## config.mk

```make
export PLATFORM = sky130hd
export DESIGN_NAME = mem_bus_ctrl
export DESIGN_NICKNAME = d
export VERILOG_FILES = /design/src/rtl/mem_bus_ctrl_pkg.sv /design/src/rtl/mem_bus_ctrl_beat_counter.sv /design/src/rtl/mem_bus_ctrl.sv
export SDC_FILE = /design/constraint.sdc
export NUM_CORES = 1
export LEC_CHECK = 0
export CELL_PAD_IN_SITES_DETAIL_PLACEMENT = 2
export CELL_PAD_IN_SITES_GLOBAL_PLACEMENT = 2
export CORE_AREA = 2 2 184 186
export CTS_CLUSTER_DIAMETER = 50
export DETAILED_ROUTE_END_ITERATION = 16
export DIE_AREA = 0 0 186 188
export GPL_ROUTABILITY_DRIVEN = 1
export PLACE_DENSITY_LB_ADDON = 0.08
export SLEW_MARGIN = 20
export SYNTH_ARGS = -nofsm -noshare
export SYNTH_HDL_FRONTEND = slang
export SYNTH_HIERARCHICAL = 1
export SYNTH_SLANG_ARGS = --single-unit
```

## constraint.sdc

```tcl
create_clock -name clk -period 2.5 [get_ports clk]
set_input_delay 0.375 -clock clk [delete_from_list [all_inputs] [get_ports clk]]
set_output_delay 0.375 -clock clk [all_outputs]
set_load 0.01 [all_outputs]
```

## src/rtl/mem_bus_ctrl_pkg.sv

```systemverilog
// Shared types for the bus-side transaction engine and its neighbours.
//   state_t : transaction engine states
//   owner_t : which cache owns the current transaction (shared with the arbiter)
//   line_off_bits() : number of byte-offset bits inside one cache line
package mem_bus_ctrl_pkg;

  typedef enum logic [2:0] {
    IDLE,
    ADDR,
    RD,
    WR,
    DONE,
    RELEASE
  } state_t;

  typedef enum logic {
    OWN_IC,
    OWN_DC
  } owner_t;

  localparam int unsigned ADDR_W_DEFAULT = 64;
  localparam int unsigned DATA_W_DEFAULT = 64;
  localparam int unsigned BEATS_DEFAULT  = 8;

  function automatic int unsigned line_off_bits(input int unsigned beats,
                                                input int unsigned data_w);
    return $clog2(beats * data_w / 8);
  endfunction

endpackage

```

## src/rtl/mem_bus_ctrl_beat_counter.sv

```systemverilog
// Beat counter for one cache-line burst.
//   clk, reset : clock, asynchronous active-low reset
//   clr        : return count to 0 (has priority over inc)
//   inc        : advance one beat
//   count      : current beat index
//   last       : count is the terminal beat (BEATS-1)
// The counter holds at the terminal beat; it only returns to 0 through clr.
module mem_bus_ctrl_beat_counter #(
  parameter int unsigned BEATS = 8
) (
  input  logic                     clk,
  input  logic                     reset,
  input  logic                     clr,
  input  logic                     inc,
  output logic [$clog2(BEATS)-1:0] count,
  output logic                     last
);

  localparam int unsigned CNT_W = $clog2(BEATS);

  always_ff @(posedge clk or negedge reset) begin
    if (!reset) begin
      count <= '0;
    end else if (clr) begin
      count <= '0;
    end else if (inc && !last) begin
      count <= count + CNT_W'(1);
    end
  end

  always_comb begin
    last = (count == CNT_W'(BEATS - 1));
  end

endmodule

```

## src/rtl/mem_bus_ctrl.sv

```systemverilog
// Bus-side transaction engine downstream of the bus arbiter.
// Latches the granted requester (D-cache wins ties), runs one fixed-length
// burst read or write to memory, returns read beats to the owning cache and
// pulses the owner's done.
//   clk, reset              : clock, asynchronous active-low reset
//   bus_grant1 / bus_grant2 : arbiter grants, I-cache / D-cache
//   ic_addr                 : I-cache miss address (always a read)
//   dc_addr, dc_we          : D-cache address and direction (1 = writeback)
//   dc_wdata, wr_beat       : D-cache write beat, indexed by wr_beat
//   mem_req/addr/we/ack     : memory address phase
//   mem_wdata/wvalid/wready : memory write beats
//   mem_rdata/rvalid        : memory read beats
//   resp_data, resp_valid1/2: registered read beat and per-owner valid
//   done1 / done2           : one-cycle completion pulse per owner
module mem_bus_ctrl
  import mem_bus_ctrl_pkg::*;
#(
  parameter int unsigned ADDR_W = ADDR_W_DEFAULT,
  parameter int unsigned DATA_W = DATA_W_DEFAULT,
  parameter int unsigned BEATS  = BEATS_DEFAULT
) (
  input  logic                     clk,
  input  logic                     reset,
  input  logic                     bus_grant1,
  input  logic                     bus_grant2,
  input  logic [ADDR_W-1:0]        ic_addr,
  input  logic [ADDR_W-1:0]        dc_addr,
  input  logic                     dc_we,
  input  logic [DATA_W-1:0]        dc_wdata,
  output logic [$clog2(BEATS)-1:0] wr_beat,
  output logic                     mem_req,
  output logic [ADDR_W-1:0]        mem_addr,
  output logic                     mem_we,
  input  logic                     mem_ack,
  output logic [DATA_W-1:0]        mem_wdata,
  output logic                     mem_wvalid,
  input  logic                     mem_wready,
  input  logic [DATA_W-1:0]        mem_rdata,
  input  logic                     mem_rvalid,
  output logic [DATA_W-1:0]        resp_data,
  output logic                     resp_valid1,
  output logic                     resp_valid2,
  output logic                     done1,
  output logic                     done2
);

  localparam int unsigned OFF_BITS = line_off_bits(BEATS, DATA_W);
  localparam logic [ADDR_W-1:0] OFF_MASK = ADDR_W'((64'd1 << OFF_BITS) - 64'd1);

  state_t              state_q, state_d;
  owner_t              owner_q;
  logic [ADDR_W-1:0]   addr_q;
  logic                we_q;
  logic                owner_gnt;
  logic                cnt_clr, cnt_inc, cnt_last;

  mem_bus_ctrl_beat_counter #(
    .BEATS (BEATS)
  ) u_beat_counter (
    .clk   (clk),
    .reset (reset),
    .clr   (cnt_clr),
    .inc   (cnt_inc),
    .count (wr_beat),
    .last  (cnt_last)
  );

  // State register
  always_ff @(posedge clk or negedge reset) begin
    if (!reset) begin
      state_q <= IDLE;
    end else begin
      state_q <= state_d;
    end
  end

  always_comb begin
    owner_gnt = (owner_q == OWN_DC) ? bus_grant2 : bus_grant1;
  end

  // Next-state logic. RELEASE waits for the owner's registered grant to
  // fall so a lagging grant cannot start a second transaction.
  always_comb begin
    state_d = state_q;
    case (state_q)
      IDLE:    if (bus_grant2 || bus_grant1) state_d = ADDR;
      ADDR:    if (mem_ack) state_d = we_q ? WR : RD;
      RD:      if (mem_rvalid && cnt_last) state_d = DONE;
      WR:      if (mem_wready && cnt_last) state_d = DONE;
      DONE:    state_d = RELEASE;
      RELEASE: if (!owner_gnt) state_d = IDLE;
      default: state_d = IDLE;
    endcase
  end

  // Combinational outputs and counter control
  always_comb begin
    mem_req    = 1'b0;
    mem_wvalid = 1'b0;
    mem_wdata  = '0;
    cnt_inc    = 1'b0;
    cnt_clr    = 1'b0;
    case (state_q)
      ADDR: mem_req = 1'b1;
      RD:   cnt_inc = mem_rvalid;
      WR: begin
        mem_wvalid = 1'b1;
        mem_wdata  = dc_wdata;
        cnt_inc    = mem_wready;
      end
      DONE:    cnt_clr = 1'b1;
      default: ;
    endcase
  end

  // Request latch, read-beat return and done pulses
  always_ff @(posedge clk or negedge reset) begin
    if (!reset) begin
      owner_q     <= OWN_IC;
      addr_q      <= '0;
      we_q        <= 1'b0;
      resp_data   <= '0;
      resp_valid1 <= 1'b0;
      resp_valid2 <= 1'b0;
      done1       <= 1'b0;
      done2       <= 1'b0;
    end else begin
      if (state_q == IDLE) begin
        if (bus_grant2) begin
          owner_q <= OWN_DC;
          addr_q  <= dc_addr & ~OFF_MASK;
          we_q    <= dc_we;
        end else if (bus_grant1) begin
          owner_q <= OWN_IC;
          addr_q  <= ic_addr & ~OFF_MASK;
          we_q    <= 1'b0;
        end
      end
      if (state_q == RD && mem_rvalid) begin
        resp_data <= mem_rdata;
      end
      resp_valid1 <= (state_q == RD) && mem_rvalid && (owner_q == OWN_IC);
      resp_valid2 <= (state_q == RD) && mem_rvalid && (owner_q == OWN_DC);
      done1       <= (state_q == DONE) && (owner_q == OWN_IC);
      done2       <= (state_q == DONE) && (owner_q == OWN_DC);
    end
  end

  always_comb begin
    mem_addr = addr_q;
    mem_we   = we_q;
  end

endmodule

```

Word level (Yosys, flattened, before mapping). Index checks and enable logic that the tools add are counted.

Flip-flop bits (word level): 140. Output and inout bits: 202. Word-level logic and storage cells: 58.

Add/subtract/negate cells: 1. Equality and inequality tests: 11. Mux-type cells: 20. Bitwise operators: 1. Reductions and logical operators: 15.

Operators by type and width (number): $mux W64 (3); $mux W3 (7); $pmux W3 S6 (1); $ne A2 B2 Y1 const B (5); $eq A3 B3 Y1 const B (3); $logic_and A1 B1 Y1 (8); $mux W1 (8); $eq A3 B2 Y1 const B (2); $reduce_and A5 Y1 (1); $reduce_bool A2 Y1 (2); $add A3 B1 Y3 const B (1); $eq A3 B1 Y1 const B (1); $logic_not A3 Y1 (1); $pmux W1 S2 (1); $reduce_and A2 Y1 (1); $logic_not A1 Y1 (1); $logic_or A1 B1 Y1 (1); $not A1 Y1 (1).

Depth between registers and ports, before layout. Gate-level depths: netlist (run 1).

Word-level depth: 5. Mapped depth: 9. Mapped depth without buffers: 6.

By module. The synthesis (run 1) kept the hierarchy.

By module, submodules not included: mem_bus_ctrl (times used 1, cells each 523, area an instance 6008.3 µm², sequential area each 3278.1 µm²); mem_bus_ctrl_beat_counter (times used 1, cells each 15, area an instance 183.9 µm², sequential area each 75.1 µm²).

Worst setup path after synthesis (run 1). Ideal clock, no wire load.

Path kind: flip-flop to flip-flop. Start point: register state_q[2]. End point: register u_beat_counter.count[0]. Library setup time: 125 ps. Arrival: 1756 ps. Required time: 2375 ps. Setup slack: 619 ps. Stages on the path, launching flop included: 10. Path buffers: 4. Cell sequence: dfrtp_1 -> buf_2 -> nor2b_4 -> and3b_1 -> buf_2 -> buf_6 -> buf_6 -> a21o_1 -> nor2b_4 -> mux2_4.

Cells in the longest elaborated chain, start to end: 4. Elaborated cells between the ends (all ways): 8. Classes of those cells: eq/ne: 3; mux: 3; reduce/logical: 2.

RTL lines: from (decl) (line mem_bus_ctrl.sv:50) `state_t state_q, state_d;`; from (signal assigned) (line mem_bus_ctrl.sv:73) `state_q <= state_d;`; $eq A3 B2 Y1 (line mem_bus_ctrl.sv:103) `case (state_q)`; $pmux W1 S2 (*) (line mem_bus_ctrl.sv:103); net cnt_inc (line mem_bus_ctrl.sv:55) `logic cnt_clr, cnt_inc, cnt_last;`; $logic_and A1 B1 Y1 (*) (line mem_bus_ctrl_beat_counter.sv:26) `end else if (inc && !last) begin`; $reduce_bool A2 Y1 (no line) (*); to (signal assigned) (line mem_bus_ctrl_beat_counter.sv:27) `count <= count + CNT_W'(1);`; to (decl) (line mem_bus_ctrl_beat_counter.sv:15) `output logic [$clog2(BEATS)-1:0] count,`.

Mark *: on every way through the listed nets, which the timed path passes. The rest lies on a longest branch. A chain may end at the register's enable or synchronous reset.

Worst setup path in the final report (run 1).
Start point: register state_q[1]. End point: output mem_wdata[39].

Cells in the longest elaborated chain, start to end: 2.

RTL lines: $eq A3 B2 Y1 (line mem_bus_ctrl.sv:103); $mux W64 (line mem_bus_ctrl.sv:103); to (decl) (line mem_bus_ctrl.sv:35) `output logic [DATA_W-1:0] mem_wdata,`.

No other way between the ends.

==> results of run 1 <==
==> worst max-delay path, stage by stage (launching register included) <==
cell	delay [ps]
sky130_fd_sc_hd__dfrtp_2	380
sky130_fd_sc_hd__nor2b_4	280
sky130_fd_sc_hd__clkbuf_16	230
sky130_fd_sc_hd__and3_1	170
sky130_fd_sc_hd__clkdlybuf4s50_1	560
==> layout make-up <==
type | count | area, um2
diodes | 1 | 2.50
clock buffers | 19 | 453
clock inverters | 13 | 133
fillers | 3513 | 21300
inverters | 3 | 11.3
multi-input cells | 356 | 2570
flip-flops and latches | 134 | 3350
well taps | 448 | 561
repair buffers | 465 | 4770
==> power by group <==
group | switching, mW | internal (mW)
Sequential | 0.563 | 3.24
Combinational | 2.85 | 3.77
Clock | 1.09 | 1.46
Total | 4.51 | 8.46
==> routing by layer <==
layer  routed length [um]  vias up  part of all wire  GRT usage
li1                     -     2741                 -          -
met4                  197        2            0.0073     0.0282
met5                   13        -           0.00048          0
met2                13300      234              0.49      0.258
met3                 2640       17             0.098     0.0656
met1                10900     2870              0.40      0.174
==> cells in the final DEF (no fill, tap or decap), types with 3 or more instances in the layout <==
master	netlist	final
sky130_fd_sc_hd__a21oi_1	60	60
sky130_fd_sc_hd__and3_1	65	65
sky130_fd_sc_hd__buf_12	0	10
sky130_fd_sc_hd__buf_4	13	5
sky130_fd_sc_hd__clkbuf_16	0	19
sky130_fd_sc_hd__clkdlybuf4s50_1	0	445
sky130_fd_sc_hd__conb_1	1	6
sky130_fd_sc_hd__dfrtp_1	134	133
sky130_fd_sc_hd__inv_1	3	3
sky130_fd_sc_hd__inv_6	0	7
sky130_fd_sc_hd__mux2_1	27	27
sky130_fd_sc_hd__mux2_2	39	39
sky130_fd_sc_hd__mux2i_1	59	59
sky130_fd_sc_hd__nand2_1	6	6
sky130_fd_sc_hd__nand2b_1	3	3
sky130_fd_sc_hd__nand3_1	3	3
sky130_fd_sc_hd__nor2_1	64	64
sky130_fd_sc_hd__nor2b_1	4	3
sky130_fd_sc_hd__nor2b_4	2	3
==> sequential cells by signal, indices dropped and copies added (netlist names), 3 cells and up <==
signal and cells:
mem_addr 58, resp_data 64, state_q 3, u_beat_counter/count 3
==> final timing paths <==
path	startpoint	to	slack [ps]	cells after the start
min in group asynchronous	reset	resp_data[9]	500	2
min reg2reg	resp_data[27]	resp_data[27]	480	1
max	state_q[1]	mem_wdata[39]	100	4
min	bus_grant2	mem_we	270	3
max in group asynchronous	reset	mem_addr[43]	1280	3
max reg2reg	state_q[1]	resp_data[53]	480	5
==> what timing repair did <==
item | CTS | global route
buffers inserted | 0 | 2
pin swaps | 0 | 0
resized for setup | 1 | 0
setup endpoints to repair | 65 | 59
hold buffers | 1 | 0
cloned | 0 | 3
hold endpoints to repair | 53 | 0
==> cell families after synthesis <==
group | count (synthesis) | synth area share
multiplexers | 126 | 0.218
AND/OR/NAND/NOR | 155 | 0.133
flip-flops | 134 | 0.542
adder cells (fa/ha/maj) | 2 | 0.00404
AO/OA/AOI/OAI | 67 | 0.0556
buffers and inverters | 53 | 0.0475
other | 1 | 0.000606
==> results by stage, run 1 <==
GRT:
- The total overflow left after global routing is 0.
- The number of global-route vias before repair was around 6300.
- Entering global routing, the biggest net connects 71 pins.
- In the global route stage, overall resource usage came out at 0.150.
- The first global-routing pass estimated a little under 40000 um of wire.
- The initial antenna violation count came to 2.

Placed design:
- The worst-case setup slack after placement is between 300 and 400 ps.
- The number of placed instances, taps included, is 1400.
- Port buffering added roughly 450 buffers.
- Routability-driven placement finished with a final weighted congestion of about 0.7.
- Detailed placement ended at an HPWL of around 21000 um.
- The area after detailed placement is around 0.011 mm2.

STA:
- The count of pins over their slew limit was 0.
- The actual transition at the worst max-transition pin is ~600 ps.
- The total negative slack is 0 ps.
- Setup repair after global routing left no endpoint under its margin.
- Of the available clock period, the critical path in the final layout requires 0.961.
- On the final layout, the worst clock skew is ~15 ps.
- The final worst-path setup slack is 97.6 ps.
- The final critical-path required period is 2400 ps.
- The total of endpoints with negative setup slack in the final report is 0.
- The worst hold margin is ~270 ps.
- The hold violation total from the final report came to 0.
- Measured against its own limit, the worst slew margin works out to 0.603.
- Timing would allow up to about 420 MHz.

Clocking:
- The CTS tree is done.
- The count of H-tree levels built during CTS is 4.
- The cell at the root of the clock tree is sky130_fd_sc_hd__clkbuf_16.
- Clock-pin slew was measured on the worst setup and hold paths at about 70 ps.
- The maximum buffer depth of the clock tree is 2.
- The clock latency on the worst-skew pair is between 400 and 500 ps.
- The number of clock buffers added by TritonCTS is 17.
- The number of sinks handled by clock tree synthesis is about 130.

Flow run:
- Across the run, the number of max-cap violations was 0.

Yosys:
- The fraction of synthesis flops using an asynchronous set or reset pin is 1.00.
- The most used flip-flop cell after synthesis is sky130_fd_sc_hd__dfrtp_1.
- The proportion of netlist area held by the largest area contributor is 0.542.
- The synthesized design spends more area on one cell type than any other, namely sky130_fd_sc_hd__dfrtp_1.
- The cell count after synthesis came out at 538.
- The post-synthesis instance area is slightly above 0.006 mm2.
- By area the synthesized netlist is led by sky130_fd_sc_hd__dfrtp_1 54%, sky130_fd_sc_hd__mux2i_1 9.5%, sky130_fd_sc_hd__mux2_2 7.1%.
- The synthesized area per cell is around 12 um2.
- The sequential cell area fraction in the yosys report is 0.542.
- During synthesis, Yosys emitted a total of 6 warnings.
- Among all cell types in the netlist, the one instantiated most often is sky130_fd_sc_hd__dfrtp_1.
- The number of library cell types mapped by synthesis is 31.
- The count of flip-flops with a built-in enable after synthesis is 0.
- By count the netlist is led by 134 x sky130_fd_sc_hd__dfrtp_1, 65 x sky130_fd_sc_hd__and3_1, 64 x sky130_fd_sc_hd__nor2_1, 60 x sky130_fd_sc_hd__a21oi_1, 59 x sky130_fd_sc_hd__mux2i_1.
- The flip-flop and latch count after synthesis is between 100 and 150.

Power and ir drop:
- For this design the ratio of total power to cell area is 1090 mW/mm2.
- The leakage power is between 5 and 6 nW.
- The design draws approximately 13 mW.
- The maximum vdd ir drop is around 440 uV.

Route:
- The remaining routing DRC violations is 0.
- The remaining antenna violation count is 0.
- The final routed wire length divided by cell count is about 19 um.
- Summed over all layers, the routed wires come to approximately 27000 um.
- The detail-routed via count per cell is just over 4.
- The overall via count from detail_route is roughly 5900.
- The first detailed-routing pass ran for 4 iterations.
- The detailed router finished its first iteration with ~160 violations.

Floorplan:
- Pin placement for this block handled 466 I/O pins.
- The die covers 0.0350 mm2.
- The number of placement rows is 67.
- For this configuration, the core starts out at a cell density of 0.187.
- In this run the standard cell core region covers roughly 0.033 mm2.
- The height of the die is about 190 um.
- The width of the chip is roughly 190 um.

Worst setup path:
- The required time of the worst setup path is between 2000 and 2500 ps.
- The classification of the worst setup path is reg -> out.
- The worst endpoint data arrival time is 2030 ps.
- The startpoint class of the critical path is a flop.
- The element type at the critical path end is an output port.
- In this run the worst path has a maximum fanout of 17.

Hold path:
- The kind of path behind the tightest hold check is in -> reg.

Finish:
- Of the cells placed in the final design, the portion with a size suffix greater than 1 is 0.0980.
- At the end of the flow the core is filled with cells to 0.358.
- The signed area change from the synthesized netlist to the final layout is 91.6%.
- Summing all non-filler instances in the final layout gives an area of 0.0119 mm2.
- The total number of nets in the final design is approximately 1200.
- The count of placed standard cells in the final layout, fillers left out is between 1000 and 1500.

Run status:
- The run finished with clean final reports.
(Power assumes the default switching activity.)
==> run 2, diff against run 1 <==
--- a/config.mk
+++ b/config.mk
@@ -5,12 +5,10 @@
 export SDC_FILE = /design/constraint.sdc
 export NUM_CORES = 1
 export LEC_CHECK = 0
-export CELL_PAD_IN_SITES_DETAIL_PLACEMENT = 2
-export CELL_PAD_IN_SITES_GLOBAL_PLACEMENT = 2
-export CORE_AREA = 2 2 184 186
+export CORE_AREA = 2 2 180 182
 export CTS_CLUSTER_DIAMETER = 50
 export DETAILED_ROUTE_END_ITERATION = 16
-export DIE_AREA = 0 0 186 188
+export DIE_AREA = 0 0 182 184
 export GPL_ROUTABILITY_DRIVEN = 1
 export PLACE_DENSITY_LB_ADDON = 0.08
 export SLEW_MARGIN = 20
==> run 2 against run 1 <==
Effect of this change:
- count of clock-buffer cells in the layout fell by 2
- largest power group unchanged
- clock power hardly changed
- critical path type unchanged
- largest cell class unchanged
- register-to-register slack improved by 70 ps
- total power down 1.8%
==> results by stage, run 2 (synthesis gave the netlist of run 1 again) <==
Clocking:
- The count of H-tree levels built during CTS is 4 (unchanged).
- The clock latency on the worst-skew pair is 420 ps (about the same).
- The number of buffers created by CTS is 17 (unchanged).
- The buffer count from post-CTS setup fixing is 0 (unchanged).
- The maximum buffer depth of the clock tree is 2 (unchanged).
- The post-cts hold buffer count was 1 (unchanged).
- The number of sinks handled by clock tree synthesis is 134 (unchanged).
- The CTS tree is done (unchanged).
- The clock slew at the register clock pins of the worst setup and hold paths is 60 ps (was 70 ps).
- The cell at the root of the clock tree is sky130_fd_sc_hd__clkbuf_16 (unchanged).
- The number of instances resized during post-cts repair is 0 (was 1).

STA:
- The total of endpoints with negative setup slack in the final report was 0 (unchanged).
- The hold violation total from the final report was 0 (unchanged).
- The final critical-path required period is 2410 ps (was 2400 ps).
- The count of pins over their slew limit came to 0 (unchanged).
- The total negative slack was 0 ps (unchanged).
- Setup repair after global routing missed its margin: no (unchanged).
- The maximum clock frequency was 414 MHz (was 416 MHz).
- The post-route clock skew is 8.14 ps (was 14.5 ps).
- The final critical-path share of the clock period was 0.965 (was 0.961).

Route:
- The overall via count from detail_route is 5575 (was 5864).
- The final routed wire length divided by cell count is 16.9 um (was 18.7 um).
- The detail-routed via count per cell was 4.00 (was 4.08).
- The number of violations reported at the end of detailed-routing iteration 0 is 234 (was 164).
- The detailed-routing iteration count for the pre-antenna-repair pass is 4 (unchanged).
- The remaining antenna violation count is 0 (unchanged).
- The remaining routing DRC violations is 0 (unchanged).
- The aggregate routed wire length came to 23600 um (was 27000 um).

Finish:
- The most frequent standard cell in the layout excluding fill and tap cells is sky130_fd_sc_hd__clkdlybuf4s50_1 (unchanged).
- The signed area change from the synthesized netlist to the final layout is 90.0% (was 91.6%).
- The register bank with the most flops is resp_data (unchanged).
- The count of placed standard cells in the final layout, fillers left out is 1393 (was 1439).
- The share of layout cells above drive strength 1 was 0.0970 (was 0.0980).
- Commonest non-fill, non-tap cells in the layout: 445 x sky130_fd_sc_hd__clkdlybuf4s50_1, 134 x sky130_fd_sc_hd__dfrtp_1, 65 x sky130_fd_sc_hd__and3_1, 64 x sky130_fd_sc_hd__nor2_1, 60 x sky130_fd_sc_hd__a21oi_1 (was 445 x sky130_fd_sc_hd__clkdlybuf4s50_1, 133 x sky130_fd_sc_hd__dfrtp_1, 65 x sky130_fd_sc_hd__and3_1, 64 x sky130_fd_sc_hd__nor2_1, 60 x sky130_fd_sc_hd__a21oi_1).
- The flip-flop count of the largest register, all copies and words added was 64 (unchanged).
- The total number of nets in the final design is 1243 (unchanged).

Worst setup path:
- The start of the worst register-to-register path is state_q[0] (was state_q[1]).
- The start point of the critical path was state_q[2] (was state_q[1]).
- The number of cells traversed by the worst register-to-register path is 6 (was 5).
- The classification of the worst setup path is reg -> out (unchanged).
- The startpoint class of the critical path is a flop (unchanged).
- Cell-by-cell listing of the critical path: nor2b_4 -> buf_12 -> and3_1 -> clkdlybuf4s50_1 (was nor2b_4 -> clkbuf_16 -> and3_1 -> clkdlybuf4s50_1).
- The setup slack of the worst register-to-register path was 550 ps (was 480 ps).
- The critical path's slowest cell is sky130_fd_sc_hd__clkdlybuf4s50_1 (unchanged).
- The required time of the worst setup path was 2120 ps (about the same).
- The element type at the critical path end is an output port (unchanged).
- The end point of the critical path is mem_wdata[10] (was mem_wdata[39]).
- The critical register-to-register path endpoint is mem_addr[18] (was resp_data[53]).
- The critical path's largest stage delay is 570 ps (was 560 ps).
- The worst endpoint data arrival time was 2040 ps (was 2030 ps).
- The maximum fanout along the worst path is 69 (was 17).

Floorplan:
- The number of placement rows is 65 (was 67).
- The width of the chip was 182 um (was 186 um).
- The height of the die is 184 um (was 188 um).
- The die outline area was 0.0335 mm2 (was 0.0350 mm2).
- The starting utilization of the core area is 0.197 (was 0.187).
- The number of primary I/O pins is 466 (unchanged).
- The area of the core is 0.0314 mm2 (was 0.0331 mm2).

Placed design:
- The number of placed cells counting well taps is 1359 (was 1400).
- The port buffer count is 447 (unchanged).
- The routability-driven placement congestion ratio came to 0.672 (was 0.700).
- The half-perimeter wire length after placement is 18400 um (was 20500 um).

Power and ir drop:
- The internal power of the cells is 8.34 mW (was 8.46 mW).
- The leakage power came to 5.02 nW (was 5.03 nW).
- The maximum vdd ir drop came to 401 uV (was 436 uV).
- The part of the power in registers is 0.297 (was 0.293).
- The switching portion of total power came to 0.344 (was 0.348).
- The net switching power is 4.39 mW (was 4.51 mW).
- The share of power burned in the clock network came to 0.199 (was 0.196).
- The ratio of total power to cell area is 1080 mW/mm2 (was 1090 mW/mm2).
- The combinational share of power is 0.504 (was 0.511).

GRT:
- The first-pass GRT wire length is 34700 um (was 39200 um).
- The maximum number of pins on one net before global-route repair is 70 (was 71).
- The aggregate global routing overflow is 0 (unchanged).
- The number of global-route vias before repair is 5574 (was 6277).
- The aggregate global-route resource usage came to 0.137 (was 0.150).
- The initial antenna violation count is 1 (was 2).

Hold path:
- The kind of path behind the tightest hold check is in -> reg (unchanged).

Flow run:
- The number of maximum-capacitance constraint violations came to 0 (unchanged).

Run status:
- Outcome: completed (unchanged).
==> run 2: through the flow <==
stage | utilization | power [mW] | setup WS, ps | instance area, um2 | hold WS, ps
after global routing | 0.375 | 13.6 | 10.7 | 11800 | 399
final | 0.375 | 12.7 | 86.9 | 11800 | 392
after global placement | 0.356 | 10.3 | 494 | 11200 | 369
after detailed placement | 0.356 | 10.3 | 525 | 11200 | 366
after CTS | 0.375 | 13.0 | 82.5 | 11800 | 366
after floorplan | - | 6.56 | 619 | 6210 | 79.4
==> run 2: cell type report <==
cell class,instances,area [um2]
clock buffer,17,425
clock inverter,15,159
tap,402,503
inverter,3,11.3
sequential,134,3350
multi-input combinational,356,2570
fill,3107,19600
antenna,1,2.50
timing repair buffer,465,4740
==> run 2: worst min-delay path by stage <==
| stage | slack, ps | cells after the start | end | startpoint |
|---|---|---|---|---|
| 6_report | 390 | 3 | mem_we | bus_grant2 |
| 5_1_grt | 400 | 3 | mem_we | bus_grant2 |
| 4_1_cts | 370 | 3 | mem_we | bus_grant2 |
| 3_5_place_dp | 370 | 1 | mem_addr[32] | reset |
| 3_3_place_gp | 370 | 1 | mem_addr[32] | reset |
| 2_1_floorplan | 80 | 0 | done1 | reset |
==> run 2: worst max-delay path: cells and delay by family, from the launching register on <==
kind | cells | cell delay [ps]
buffers and inverters | 2 | 820
flip-flops | 1 | 400
AND/OR/NAND/NOR | 2 | 390
==> run 2: power groups by stage <==
| stage | clock, mW | combinational (mW) | sequential, mW |
|---|---|---|---|
| after floorplan | 0 | 2.27 | 4.29 |
| after global placement | 0 | 6.56 | 3.78 |
| after detailed placement | 0 | 6.52 | 3.83 |
| after CTS | 2.64 | 6.54 | 3.80 |
| after global routing | 2.74 | 6.93 | 3.95 |
| final | 2.53 | 6.42 | 3.78 |
==> run 2: metal layers <==
layer  share of wire  vias up  track usage
met5               0        -            0
met4           0.012        0       0.0339
met3           0.085       16       0.0535
met2            0.49      237        0.223
met1            0.41     2582        0.170
li1                -     2740            -
